### src/rtl/instr_fetch_pkg.sv
// Purpose: shared codes and types for the instruction-fetch stage.
// Latency: n/a (definitions only).
// Backpressure: n/a.
//
// Contents: decoder Branch codes, fetch FSM states, reset PC default,
// queue entry layout and a sequential-PC helper.
package instr_fetch_pkg;

   // Decoder Branch field encoding; 2'b11 is reserved and behaves as none.
   localparam logic [1:0] BR_NONE = 2'b00;
   localparam logic [1:0] BR_BEQ  = 2'b01;
   localparam logic [1:0] BR_BNE  = 2'b10;

   localparam logic [31:0] RESET_PC_DEF = 32'h0000_3000;

   typedef enum logic [1:0] {
      ST_IDLE = 2'd0,
      ST_REQ  = 2'd1,
      ST_DROP = 2'd2
   } fetch_state_t;

   typedef struct packed {
      logic [31:0] pc;
      logic [31:0] instr;
   } q_entry_t;

   function automatic logic [31:0] seq_pc(input logic [31:0] pc);
      return pc + 32'd4;
   endfunction

endpackage

### src/rtl/instr_fetch_npc_calc.sv
// Purpose: decide whether resolved control flow redirects fetch, and where to.
// Latency: combinational.
// Backpressure: none; evaluated every cycle from the br_* inputs.
//
// Ports: br_valid/br_jump/br_type/br_zero qualify the redirect; br_pc,
// br_imm16, br_jidx form the target; redirect and target are the results.
module instr_fetch_npc_calc
   import instr_fetch_pkg::*;
(
   input  logic        br_valid,
   input  logic        br_jump,
   input  logic [1:0]  br_type,
   input  logic        br_zero,
   input  logic [31:0] br_pc,
   input  logic [15:0] br_imm16,
   input  logic [25:0] br_jidx,
   output logic        redirect,
   output logic [31:0] target
);

   logic        taken;
   logic [31:0] pc_plus4;

   assign pc_plus4 = seq_pc(br_pc);

   always_comb begin
      taken = 1'b0;
      case (br_type)
         BR_BEQ:  taken = br_zero;
         BR_BNE:  taken = !br_zero;
         BR_NONE: taken = 1'b0;
         default: taken = 1'b0;
      endcase
   end

   assign redirect = br_valid && (br_jump || taken);

   // Jump wins over any branch code presented alongside it.
   assign target = br_jump ? {pc_plus4[31:28], br_jidx, 2'b00}
                           : pc_plus4 + {{14{br_imm16[15]}}, br_imm16, 2'b00};

endmodule

### src/rtl/instr_fetch.sv
// Purpose: fetch stage; owns the PC, fetches over req/ack, queues words for the decoder.
// Latency: fetched word visible at if_valid one cycle after imem_ack.
// Backpressure: id_stall holds the head; no new request is issued while the queue is full.
//
// Ports: clk/rst (sync, active-high); imem_req/imem_addr/imem_ack/imem_rdata
// memory port; if_valid/if_pc/if_instr/if_opcode/if_funct queue head to the
// decoder; id_stall from decode; br_* resolved control flow.
module instr_fetch
   import instr_fetch_pkg::*;
#(
   parameter logic [31:0] RESET_PC = RESET_PC_DEF,
   parameter int          DEPTH    = 2
) (
   input  logic        clk,
   input  logic        rst,
   output logic        imem_req,
   output logic [31:0] imem_addr,
   input  logic        imem_ack,
   input  logic [31:0] imem_rdata,
   output logic        if_valid,
   output logic [31:0] if_pc,
   output logic [31:0] if_instr,
   output logic [5:0]  if_opcode,
   output logic [5:0]  if_funct,
   input  logic        id_stall,
   input  logic        br_valid,
   input  logic        br_jump,
   input  logic [1:0]  br_type,
   input  logic        br_zero,
   input  logic [31:0] br_pc,
   input  logic [15:0] br_imm16,
   input  logic [25:0] br_jidx
);

   localparam int            PW      = (DEPTH > 1) ? $clog2(DEPTH) : 1;
   localparam int            CW      = $clog2(DEPTH + 1);
   localparam logic [CW-1:0] FULL    = CW'(DEPTH);
   localparam logic [CW-1:0] CNT_ONE = CW'(1);
   localparam logic [PW-1:0] PTR_ONE = PW'(1);

   fetch_state_t  state;
   logic [31:0]   pc;
   logic [31:0]   req_addr;
   q_entry_t      q [DEPTH];
   logic [PW-1:0] rd_ptr;
   logic [PW-1:0] wr_ptr;
   logic [CW-1:0] count;
   logic [CW-1:0] count_nxt;
   logic          redirect;
   logic [31:0]   target;
   logic          push;
   logic          pop;
   q_entry_t      head;

   instr_fetch_npc_calc u_npc (
      .br_valid (br_valid),
      .br_jump  (br_jump),
      .br_type  (br_type),
      .br_zero  (br_zero),
      .br_pc    (br_pc),
      .br_imm16 (br_imm16),
      .br_jidx  (br_jidx),
      .redirect (redirect),
      .target   (target)
   );

   // Only an ack to a live request (REQ) is kept; acks in IDLE or DROP are
   // stale and dropped. A redirect in the same cycle squashes the word.
   assign push = (state == ST_REQ) && imem_ack && !redirect;
   assign pop  = if_valid && !id_stall;

   always_comb begin
      count_nxt = count;
      if (push && !pop) begin
         count_nxt = count + CNT_ONE;
      end else if (pop && !push) begin
         count_nxt = count - CNT_ONE;
      end
   end

   always_ff @(posedge clk) begin
      if (rst) begin
         state    <= ST_IDLE;
         pc       <= RESET_PC;
         req_addr <= '0;
         rd_ptr   <= '0;
         wr_ptr   <= '0;
         count    <= '0;
         for (int i = 0; i < DEPTH; i++) begin
            q[i] <= '0;
         end
      end else begin
         // Queue: a redirect empties it and overrides any push/pop this cycle.
         if (redirect) begin
            rd_ptr <= '0;
            wr_ptr <= '0;
            count  <= '0;
         end else begin
            if (push) begin
               q[wr_ptr] <= '{pc: req_addr, instr: imem_rdata};
               wr_ptr    <= wr_ptr + PTR_ONE;
            end
            if (pop) begin
               rd_ptr <= rd_ptr + PTR_ONE;
            end
            count <= count_nxt;
         end

         // Fetch FSM. In REQ, pc always equals req_addr; in DROP, pc already
         // holds the redirect target while the old request drains.
         case (state)
            ST_IDLE: begin
               if (redirect) begin
                  // Queue is emptied this cycle, so a slot is guaranteed.
                  pc       <= target;
                  req_addr <= target;
                  state    <= ST_REQ;
               end else if (count < FULL) begin
                  req_addr <= pc;
                  state    <= ST_REQ;
               end
            end
            ST_REQ: begin
               if (imem_ack) begin
                  if (redirect) begin
                     pc       <= target;
                     req_addr <= target;
                  end else begin
                     pc <= seq_pc(pc);
                     if (count_nxt < FULL) begin
                        req_addr <= seq_pc(pc);
                     end else begin
                        state <= ST_IDLE;
                     end
                  end
               end else if (redirect) begin
                  // Request stays on the bus until its ack, which is discarded.
                  pc    <= target;
                  state <= ST_DROP;
               end
            end
            ST_DROP: begin
               if (redirect) begin
                  pc <= target;
               end
               // The queue was flushed on entry and nothing is pushed while
               // draining, so there is always room to reissue right away.
               if (imem_ack) begin
                  req_addr <= redirect ? target : pc;
                  state    <= ST_REQ;
               end
            end
            default: state <= ST_IDLE;
         endcase
      end
   end

   assign imem_req  = (state != ST_IDLE);
   assign imem_addr = req_addr;

   assign head      = q[rd_ptr];
   assign if_valid  = (count != '0);
   assign if_pc     = if_valid ? head.pc : '0;
   assign if_instr  = if_valid ? head.instr : '0;
   assign if_opcode = if_instr[31:26];
   assign if_funct  = if_instr[5:0];

endmodule

### config.mk
export PLATFORM = sky130hd
export DESIGN_NAME = instr_fetch
export DESIGN_NICKNAME = d
export VERILOG_FILES = /design/src/rtl/instr_fetch_pkg.sv /design/src/rtl/instr_fetch_npc_calc.sv /design/src/rtl/instr_fetch.sv
export SDC_FILE = /design/constraint.sdc
export NUM_CORES = 1
export LEC_CHECK = 0
export ABC_AREA = 0
export CAP_MARGIN = 15
export CORE_MARGIN = 5
export CORE_UTILIZATION = 40
export DETAILED_ROUTE_END_ITERATION = 10
export DONT_BUFFER_PORTS = 1
export GPL_TIMING_DRIVEN = 0
export SLEW_MARGIN = 20
export SYNTH_ARGS = -nofsm -noshare
export SYNTH_HDL_FRONTEND = slang
export SYNTH_SLANG_ARGS = --single-unit
export TNS_END_PERCENT = 1
### constraint.sdc
create_clock -name clk -period 7.6 [get_ports clk]
set_input_delay 0.38 -clock clk [delete_from_list [all_inputs] [get_ports clk]]
set_output_delay 0.38 -clock clk [all_outputs]
set_load 0.005 [all_outputs]
# [After elaboration in Yosys (flattened, before gate mapping)]
# Memory sizes are Yosys's and may differ from the RTL's. A register that Yosys moved wholly into a read port is not among the register bits.
# Cells that the tools add are included.
[op_classes] addsub=7 magnitude_cmp=2 eq_ne=11 n_mux=36 n_reduce_logical=22
[op_table] cell="two-way mux 32 bit" count=12
[op_table] cell="one-hot mux 32 bit (3 select lines)" count=1
[op_table] cell="adder 32 x 3 -> 32 bit, second input constant" count=2
[op_table] cell="two-way mux 64 bit" count=1
[op_table] cell="one-hot mux 32 bit (2 select lines)" count=1
[op_table] cell="OR reduction 64 bit" count=1
[op_table] cell="adder 32 bit" count=1
[op_table] cell="two-way mux 2 bit" count=9
[op_table] cell="inequality test 3 bit, second input constant" count=4
[op_table] cell="two-way mux 1 bit" count=10
[op_table] cell="AND reduction 5 bit" count=2
[op_table] cell="logical AND 1 bit" count=6
[op_table] cell="one-hot mux 2 bit (3 select lines)" count=1
[op_table] cell="nonzero test 2 bit" count=3
[op_table] cell="logical NOT 1 bit" count=5
[op_table] cell="equality test 2 x 1 -> 1 bit, second input constant" count=2
[op_table] cell="equality test 2 bit, second input constant" count=2
[op_table] cell="less-than comparator 2 bit, second input constant" count=2
[op_table] cell="inequality test 2 bit, second input constant" count=2
[op_table] cell="OR reduction 2 bit" count=2
[op_table] cell="inequality test 3 x 2 -> 1 bit, second input constant" count=1
[op_table] cell="nonzero test 3 bit" count=1
[op_table] cell="adder 1 bit, second input constant" count=2
[op_table] cell="adder 2 x 1 -> 2 bit, second input constant" count=1
[op_table] cell="4 further kinds" count=4
[totals] regBits=70 ram_bits=128 inputBits=115 out_inout_bits=110 wordCells=85 memories=1
[mem_list] memory="q" words=2 word_bits=64 read_ports=1 rd_clocked_by_memory_dff=1 wr=2 line="instr_fetch.sv:44" text="q_entry_t q [DEPTH];"

# [Longest topological paths before layout]
# Gate-level depths: netlist of run 1.
[logic_depth] word_depth=15 mapped_depth=17 ltp_nobuf=16

# [Modules after synthesis]
# A second synthesis of run 1 with hierarchy kept.
[unflattened] cells_unflattened=1386 hier_area_um2=12814.8
[modules_own_cells] mod="instr_fetch" n_inst=1 cells_each=1001 area_each_um2=10241.1 seq_area_each_um2=5265.0
[modules_own_cells] mod="instr_fetch_npc_calc" n_inst=1 cells_each=385 area_each_um2=2573.7 seq_area_each_um2=0.0

# [Least setup slack after synthesis of run 1]
# No wires, ideal clock.
[synth_timing] path_type="input -> register" startpoint="input br_jump" endpoint="memory q[0][0] (netlist bit), enable pin" setup_time_ns=0.574 arrival_time_ns=5.930 required_ns=7.026 path_slack_ns=1.095 cell_stages=5 n_path_buf=2 cell_sequence="clkbuf_1 o31a_1 clkbuf_1 or3_1 o21ai_0"
[synth_lines] item="from (decl)" line="instr_fetch.sv:27" text="input logic br_jump,"
[synth_lines] item="to (decl)" line="instr_fetch.sv:44"

# [Worst setup path in the final report of run 1]
[layout_timing] startpoint="input br_jump" endpoint="register req_addr[24] (netlist: imem_addr[24])"
[layout_via] elab_chain_cells=11 word_cells_on_any_way=20 classes_between="order compare: 1; eq/ne: 2; mux: 9; reduce/logical: 8"
[layout_lines] item="logical OR 1 bit *" line="instr_fetch_npc_calc.sv:36" text="assign redirect = br_valid && (br_jump || taken);"
[layout_lines] item="logical AND 1 bit *" line="instr_fetch_npc_calc.sv:36"
[layout_lines] item="logical NOT 1 bit *" line="instr_fetch.sv:69" text="assign push = (state == ST_REQ) && imem_ack && !redirect;"
[layout_lines] item="logical AND 1 bit *" line="instr_fetch.sv:69"
[layout_lines] item="net push" line="instr_fetch.sv:51" text="logic push;"
[layout_lines] item="logical NOT 1 bit" line="instr_fetch.sv:76" text="end else if (pop && !push) begin"
[layout_lines] item="logical AND 1 bit" line="instr_fetch.sv:76"
[layout_lines] item="two-way mux 2 bit" line="instr_fetch.sv:76"
[layout_lines] item="two-way mux 2 bit *" line="instr_fetch.sv:74" text="if (push && !pop) begin"
[layout_lines] item="less-than comparator 2 bit *" line="instr_fetch.sv:130" text="if (count_nxt < FULL) begin"
[layout_lines] item="inequality test 3 x 2 -> 1 bit (no source line) *"
[layout_lines] item="AND reduction 5 bit (no source line) *"
[layout_lines] item="to (signal assigned)" line="instr_fetch.sv:127" text="req_addr <= target;"
[layout_lines] item="to (signal assigned)" line="instr_fetch.sv:131" text="req_addr <= seq_pc(pc);"
[layout_lines] item="to (signal assigned)" line="instr_fetch.sv:149" text="req_addr <= redirect ? target : pc;"
[layout_lines] item="to (decl)" line="instr_fetch.sv:43" text="logic [31:0] req_addr;"
# The timed path passes the listed nets; every way through them passes the cells marked *. The select of a mux whose other input is x is not followed.
# A chain may end at the register's enable or synchronous reset.

==> out/qor.yml, run 1 <==
cells_and_area:
  nFillCells: 3017
  multi_input_comb_area_mm2: 0.00668
  fin_nets: 1550
  drive_gt1_frac: 0.0526
  stdcell_count: 1807
  areaGrowthSynthToFinish_pct: 10.0
  final-seq-area_mm2: 0.00527
placed_design:
  post-place-ws_ps: 3210
  dp.cells: 1771
  gp_congestion: 0.974
  io_buffer_count: 0
  hpwl_mm: 30.2
yosys:
  synth_top_area_share: 0.309
  syn_area_mm2: 0.0124
  yosysMostFrequentCell: "nor2_1"
  yosys.area.top_type: "edfxtp_1"
  syn_nets: 1526
  yosys-top-cells-area: "edfxtp_1, dfxtp_1, and2_1"
  async_flop_share: 0
  synth_common_cells: "nor2_1, and2_1, edfxtp_1, nand2_1, a21oi_1"
  synth_edf_count: 128
  yosys_warnings: 0
  postSynthCellCount: 1371
  ys_ff_latch: 199
  synth_cell_types: 76
  synth_area_per_cell_um2: 9.08
  dominantRegCellSynth: "edfxtp_1"
  seq_area_frac_synth: 0.423
critical_path:
  rrSetupSlack_ps: 3750
  reg2reg_depth: 11
  start_kind: "primary input"
  cp.arrival_ps: 4490
  crit_type: "primary input to flop"
  crit_required_ps: 7970
  r2r-start: "state[0]$_SDFFE_PP0P_"
  crit_path_end_kind: "flop"
  critical_path.max_fanout: 10
  r2r-end: "imem_addr[24]$_SDFFE_PP0P_"
cts:
  cts_setup_buffers: 0
  insertion_delay_ps: 440
  postCtsHoldBufs: 1
  cts_resized: 0
  clockBufferDepth: 2
  clk_pin_slew_worst_paths_ps: 70
  cts.sinks: 199
  cts-htree-levels: 4
  cts_tree: "done"
  numCtsBuffers: 17
  ctsRootBufferMaster: "clkbuf_16"
floorplanning:
  die_w_um: 186
  start_util: 0.406
  rows: 64
  core_mm2: 0.0307
  die_y_um: 186
  die-area_mm2: 0.0347
  pin_count: 225
global_routing:
  grt_antenna_before_repair: 3
  grt_pass1_vias: 10300
  grt_max_degree: 37
  track_usage: 0.217
  overflow: 0
  grt_pass1_wl_mm: 60.1
sta:
  period_needed_ps: 4120
  report.final.hold_viol_count: 0
  finalCritPeriodShare: 0.542
  setup-violations-final: 0
  slew-limit-headroom: 0.419
  skew_ps: 16.5
  fin_ws_ps: 3480
  worst_pin_slew_ps: 849
  rsz0062_at_grt: "no"
  max_freq_ghz: 0.243
  drv_slew: 0
route:
  drtIter0Drc: 758
  first_pass_iters: 6
  routed_wl_mm: 38.8
  via_count: 10400
  via_per_inst: 5.73
  drc: 0
  ant_nets: 0
  wl_per_cell_um: 21.5
power_and_ir_drop:
  leakage_nw: 4.77
  p_per_area_mw_per_mm2: 196
  ir_worst_vdd_uv: 95.6
hold_path:
  hold_start: "imem_rdata[20]"
  holdPathEnd: "q[1][20]$_SDFFCE_PN0P_"
  hp-class: "primary input to flop"
  hold_depth: 1
status:
  outcome: "complete, no violations"
flow_run:
  max-cap-violations: 0
[flip-flops by register name (all words and copies together) (netlist names), named ones only]
signal and flops:
q 128, imem_addr 32, pc 32, count 2, state 2, rd_ptr 1
wr_ptr 1
[cells by family (layout without fill, tap and decap cells)]
kind of cell | count (synthesis) | in the layout | share of synthesized area
multiplexers | 72 | 72 | 0.0581
other | 0 | 3 | 0
XOR/XNOR | 84 | 84 | 0.0597
adder cells (fa/ha/maj) | 40 | 40 | 0.0408
AO/OA/AOI/OAI | 293 | 293 | 0.148
AND/OR/NAND/NOR | 561 | 561 | 0.228
buffers and inverters | 122 | 159 | 0.0421
flip-flops | 199 | 199 | 0.423
[area by class of cell]
cell class / instances / area share
Multi-Input combinational cell: 1050 / 0.488
Sequential cell: 199 / 0.385
Tap cell: 396 / 0.0362
Buffer: 102 / 0.0328
Clock buffer: 19 / 0.0323
Clock inverter: 13 / 0.0130
Timing Repair Buffer: 5 / 0.00731
Inverter: 20 / 0.00548
Antenna cell: 3 / 0.000548
[through the flow]
stage                     total power, W  setup TNS (ps)   util  instance area [um2]  hold slack (ps)
after global placement           0.00174         -126430  0.422                12900              467
after global routing             0.00280               0  0.446                13700              114
after CTS                        0.00270               0  0.446                13700              119
after floorplan                  0.00160               0      -                12400              459
final                            0.00268               0  0.446                13700              140
after detailed placement         0.00174               0  0.426                13100              467
[critical path, cell delays in order]
cell and delay, ps:
clkbuf_1 220, o31a_1 350, clkbuf_1 290, or3_1 550, inv_1 220, ha_1 220
nor2_1 60, a221oi_1 390, o21ai_0 170, a21oi_1 300, nand2_1 300, a2111oi_0 810
a31o_2 200
[placed cells by master, fill, tap and decap left out, types with 5 or more instances in the layout]
cell type,count
o22ai_1,10
clkbuf_1,75
dfxtp_1,71
and3_1,16
nor2b_1,8
clkbuf_16,17
a221oi_1,5
buf_4,13
o21bai_1,7
o21ai_0,57
ha_1,39
nand4_1,24
a211oi_1,20
a2111oi_0,6
nand2b_1,5
xor2_1,29
nand2_1,117
buf_1,11
nand3_1,43
xnor2_1,54
o211ai_1,23
a21oi_1,98
or3_1,5
and4_1,6
o31ai_1,6
nor3_1,29
a31oi_1,12
a22oi_1,5
nor2_1,145
and2_1,137
edfxtp_1,128
a21o_1,8
inv_1,19
mux2i_1,70
[layer usage]
metal	track usage	wire length, um	vias to the layer above
met5	0	7	-
met4	0.0632	887	2
met3	0.0744	3990	60
met2	0.342	17500	468
met1	0.283	16400	4859
li1	-	-	4962
[power breakdown]
part / total [W] / switching [W] / leakage [nW] / internal, W
clock: 0.000957 / 0.000398 / 0.302 / 0.000558
combinational: 0.000450 / 0.000288 / 2.55 / 0.000163
sequential: 0.00127 / 0.0000551 / 1.92 / 0.00122
[how the worst max path moves through the flow]
stage | startpoint | end | slack [ps] | cells after the start
after floorplan | br_jump | q[0][0]$_SDFFCE_PN0P_ | 1100 | 5
after global placement | br_jump | q[0][5]$_SDFFCE_PN0P_ | -1980 | 5
after detailed placement | br_jump | imem_addr[24]$_SDFFE_PP0P_ | 3210 | 13
after CTS | br_jump | imem_addr[24]$_SDFFE_PP0P_ | 3610 | 13
after global routing | br_type[0] | imem_addr[24]$_SDFFE_PP0P_ | 3310 | 12
final | br_jump | imem_addr[24]$_SDFFE_PP0P_ | 3480 | 13
(Power assumes the default switching activity.)
==> run 2, diff against run 1 <==
--- a/config.mk
+++ b/config.mk
@@ -5,7 +5,7 @@
 export SDC_FILE = /design/constraint.sdc
 export NUM_CORES = 1
 export LEC_CHECK = 0
-export ABC_AREA = 0
+export ABC_AREA = 1
 export CAP_MARGIN = 15
 export CORE_MARGIN = 5
 export CORE_UTILIZATION = 40
==> constraint.sdc (replaced) <==
create_clock -name clk -period 3.7 [get_ports clk]
set_input_delay 0.185 -clock clk [delete_from_list [all_inputs] [get_ports clk]]
set_output_delay 0.185 -clock clk [all_outputs]
set_load 0.005 [all_outputs]
==> run 2 against run 1 <==
  * Routed wire length grew 13%
  * Count of clock-buffer cells in the layout shrank 1
  * Setup slack lost 2800 ps
  * Critical path depth increased by 7
==> out/qor.yml, run 2 <==
status:
  outcome: "complete, no violations"
sta:
  finalCritPeriodShare: 0.828
  max_freq_ghz: 0.327
  setup-violations-final: 0
  whs_ps: 73.1
  fin_ws_ps: 638
  skew_ps: 22.6
  worst_pin_slew_ps: 832
  slew-limit-headroom: 0.445
  report.final.hold_viol_count: 0
  rsz0062_at_grt: "no"
  drv_slew: 0
  period_needed_ps: 3060
placed_design:
  post-place-ws_ps: 266
  io_buffer_count: 0
  hpwl_mm: 33.8
  gp_congestion: 0.951
power_and_ir_drop:
  p_per_area_mw_per_mm2: 394
  ir_worst_vdd_uv: 281
  p_seq_frac: 0.459
  p_int_w: 0.00384
  p_clk_frac: 0.327
  combPwrFrac: 0.214
  leakage_nw: 6.69
  p_switching_w: 0.00197
  switching_share: 0.339
yosys:
  yosys.area.top_type: "edfxtp_1"
  yosys_warnings: 0
  ys_ff_latch: 199
  syn_area_mm2: 0.0132
  dominantRegCellSynth: "edfxtp_1"
  synth_cell_types: 47
  postSynthCellCount: 1890
  syn_nets: 2045
  async_flop_share: 0
  synth_common_cells: "nand2_1, nor2_1, inv_1, o21ai_0, edfxtp_1"
  yosys-top-cells-area: "edfxtp_1, nand2_1, nor2_1"
  synth_top_area_share: 0.291
  seq_area_frac_synth: 0.399
  yosysMostFrequentCell: "nand2_1"
  synth_area_per_cell_um2: 6.98
  synth_edf_count: 128
route:
  wl_per_cell_um: 18.2
  via_count: 12600
  via_per_inst: 5.24
  routed_wl_mm: 43.8
  first_pass_iters: 5
  drtIter0Drc: 1066
  ant_nets: 0
  drc: 0
floorplanning:
  die_w_um: 192
  die_y_um: 192
  pin_count: 225
  rows: 66
  core_mm2: 0.0325
  start_util: 0.406
  die-area_mm2: 0.0367
cells_and_area:
  nFillCells: 3332
  utilization: 0.453
  multi_input_comb_area_mm2: 0.00669
  fin_nets: 2099
  drive_gt1_frac: 0.0639
  largest_reg_flops: 128
  most-common-layout-cells: "nand2_1, nor2_1, inv_1"
  diodes: 0
  final-seq-area_mm2: 0.00527
  top_register: "q"
  areaGrowthSynthToFinish_pct: 11.8
  final_common_cell: "nand2_1"
global_routing:
  use_met2: 0.403
  track_usage: 0.235
  grt_pass1_wl_mm: 67.8
  grt_antenna_before_repair: 0
  grtUsageMet1: 0.310
  met3_usage: 0.0409
  grt_max_degree: 53
  top_usage_layer: "met2"
  overflow: 0
  grt_pass1_vias: 12100
cts:
  clk_pin_slew_worst_paths_ps: 90
  cts_tree: "done"
  clockBufferDepth: 2
  cts_resized: 0
  ctsRootBufferMaster: "clkbuf_16"
  insertion_delay_ps: 440
  cts.sinks: 199
  postCtsHoldBufs: 33
  numCtsBuffers: 17
  cts_setup_buffers: 0
  cts-htree-levels: 4
critical_path:
  crit_slowest_cell: "ha_1"
  cpPeakStageDelay_ps: 420
  path_delay_family: "simple AND/OR/NAND/NOR gates"
  crit_type: "primary input to flop"
  crit_required_ps: 4050
  crit_path_frequent_cell: "nand2_1"
  crit_path_end_kind: "flop"
  cp.depth: 20
  reg2reg_depth: 16
  crit_buf_inv: 1
  critical_path.max_fanout: 7
  cp.arrival_ps: 3410
  worstPathCellList: "ha_1 > nand3_2 > nor3_2 > nand3_2 > nor2_4 > nand2_1 > xor2_1 > ha_1 > nand2_1 > nor2_1 > nand2_1 > or2_1 > nand4_1 > nand3_1 > nand2_1 > nand2_1 > nand2_1 > nand3_1 > nand2_1 > inv_1"
  start_kind: "primary input"
hold_path:
  hold_depth: 4
  hp-class: "primary input to flop"
flow_run:
  max-cap-violations: 0
[run 2: cell count changes after synthesis, sizes merged, moves of 16 or more]
cell	change
nand2	+303
a211oi	-19
inv	+198
and2	-137
and3	-16
nand3	+71
mux2i	-67
clkbuf	-26
o21ai	+97
xnor2	-32
buf	+18
nor2	+258
[run 2: cell families after synthesis]
group	after synthesis	synth area share
DFF	199	0.399
and+or+nand+nor	989	0.311
xor gates and xnor gates	55	0.0365
buffers and inverters	311	0.0949
muxes	3	0.00228
AOI/OAI and AO/OA	293	0.117
adders and majority gates	40	0.0385
[run 2: metal layers]
| metal | vias to the layer above | share of wire |
|---|---|---|
| li1 | 6194 | - |
| met1 | 5861 | 0.43 |
| met2 | 469 | 0.48 |
| met3 | 58 | 0.070 |
| met4 | 0 | 0.021 |
| met5 | - | 0 |
[run 2: power groups by stage]
stage,clock network [W],logic (W),registers (W)
floorplan,0,0.000863,0.00267
global placement,0,0.00117,0.00273
detailed placement,0,0.00120,0.00272
CTS,0.00193,0.00123,0.00267
global route,0.00201,0.00140,0.00269
finish,0.00190,0.00124,0.00267
[run 2: final timing paths]
check / slack (ps) / start / to
setup / recovery: 640 / br_pc[2] / imem_addr[27]$_SDFFE_PP0P_
hold / removal: 70 / br_pc[0] / pc[0]$_SDFFE_PP0N_
setup reg to reg: 780 / state[0]$_SDFFE_PP0P_ / imem_addr[21]$_SDFFE_PP0P_
hold reg to reg: 530 / wr_ptr$_SDFFE_PP0P_ / wr_ptr$_SDFFE_PP0P_
[run 2: area by class of cell]
type,count,share of cell area
Multi-Input combinational cell,1380,0.454
Sequential cell,199,0.357
Inverter,217,0.0552
Tap cell,442,0.0375
Buffer,94,0.0297
Clock buffer,18,0.0291
Timing Repair Buffer,35,0.0261
Clock inverter,14,0.0117
[run 2: worst reg2reg max path: stages, from the launching register on]
cell and delay (ps):
dfxtp_1 380, nand2_1 170, nor2_1 160, inv_1 90
nor2_1 210, inv_1 70, ha_1 230, nor2_1 90
a21oi_1 40, mux2i_1 260, nor3_1 90, nor2_1 190
buf_2 290, buf_4 240, nand3_1 180, nand2_1 100
inv_1 40
[run 2: metrics by stage]
stage	setup TNS (ps)	cells	cell area [um2]	total power [W]
2_1_floorplan	0	1890	13200	0.00353
3_3_place_gp	-130980	2332	13700	0.00390
4_1_cts	0	2399	14800	0.00583
5_1_grt	0	2399	14800	0.00611
3_5_place_dp	0	2334	13800	0.00392
6_report	0	2399	14800	0.00581
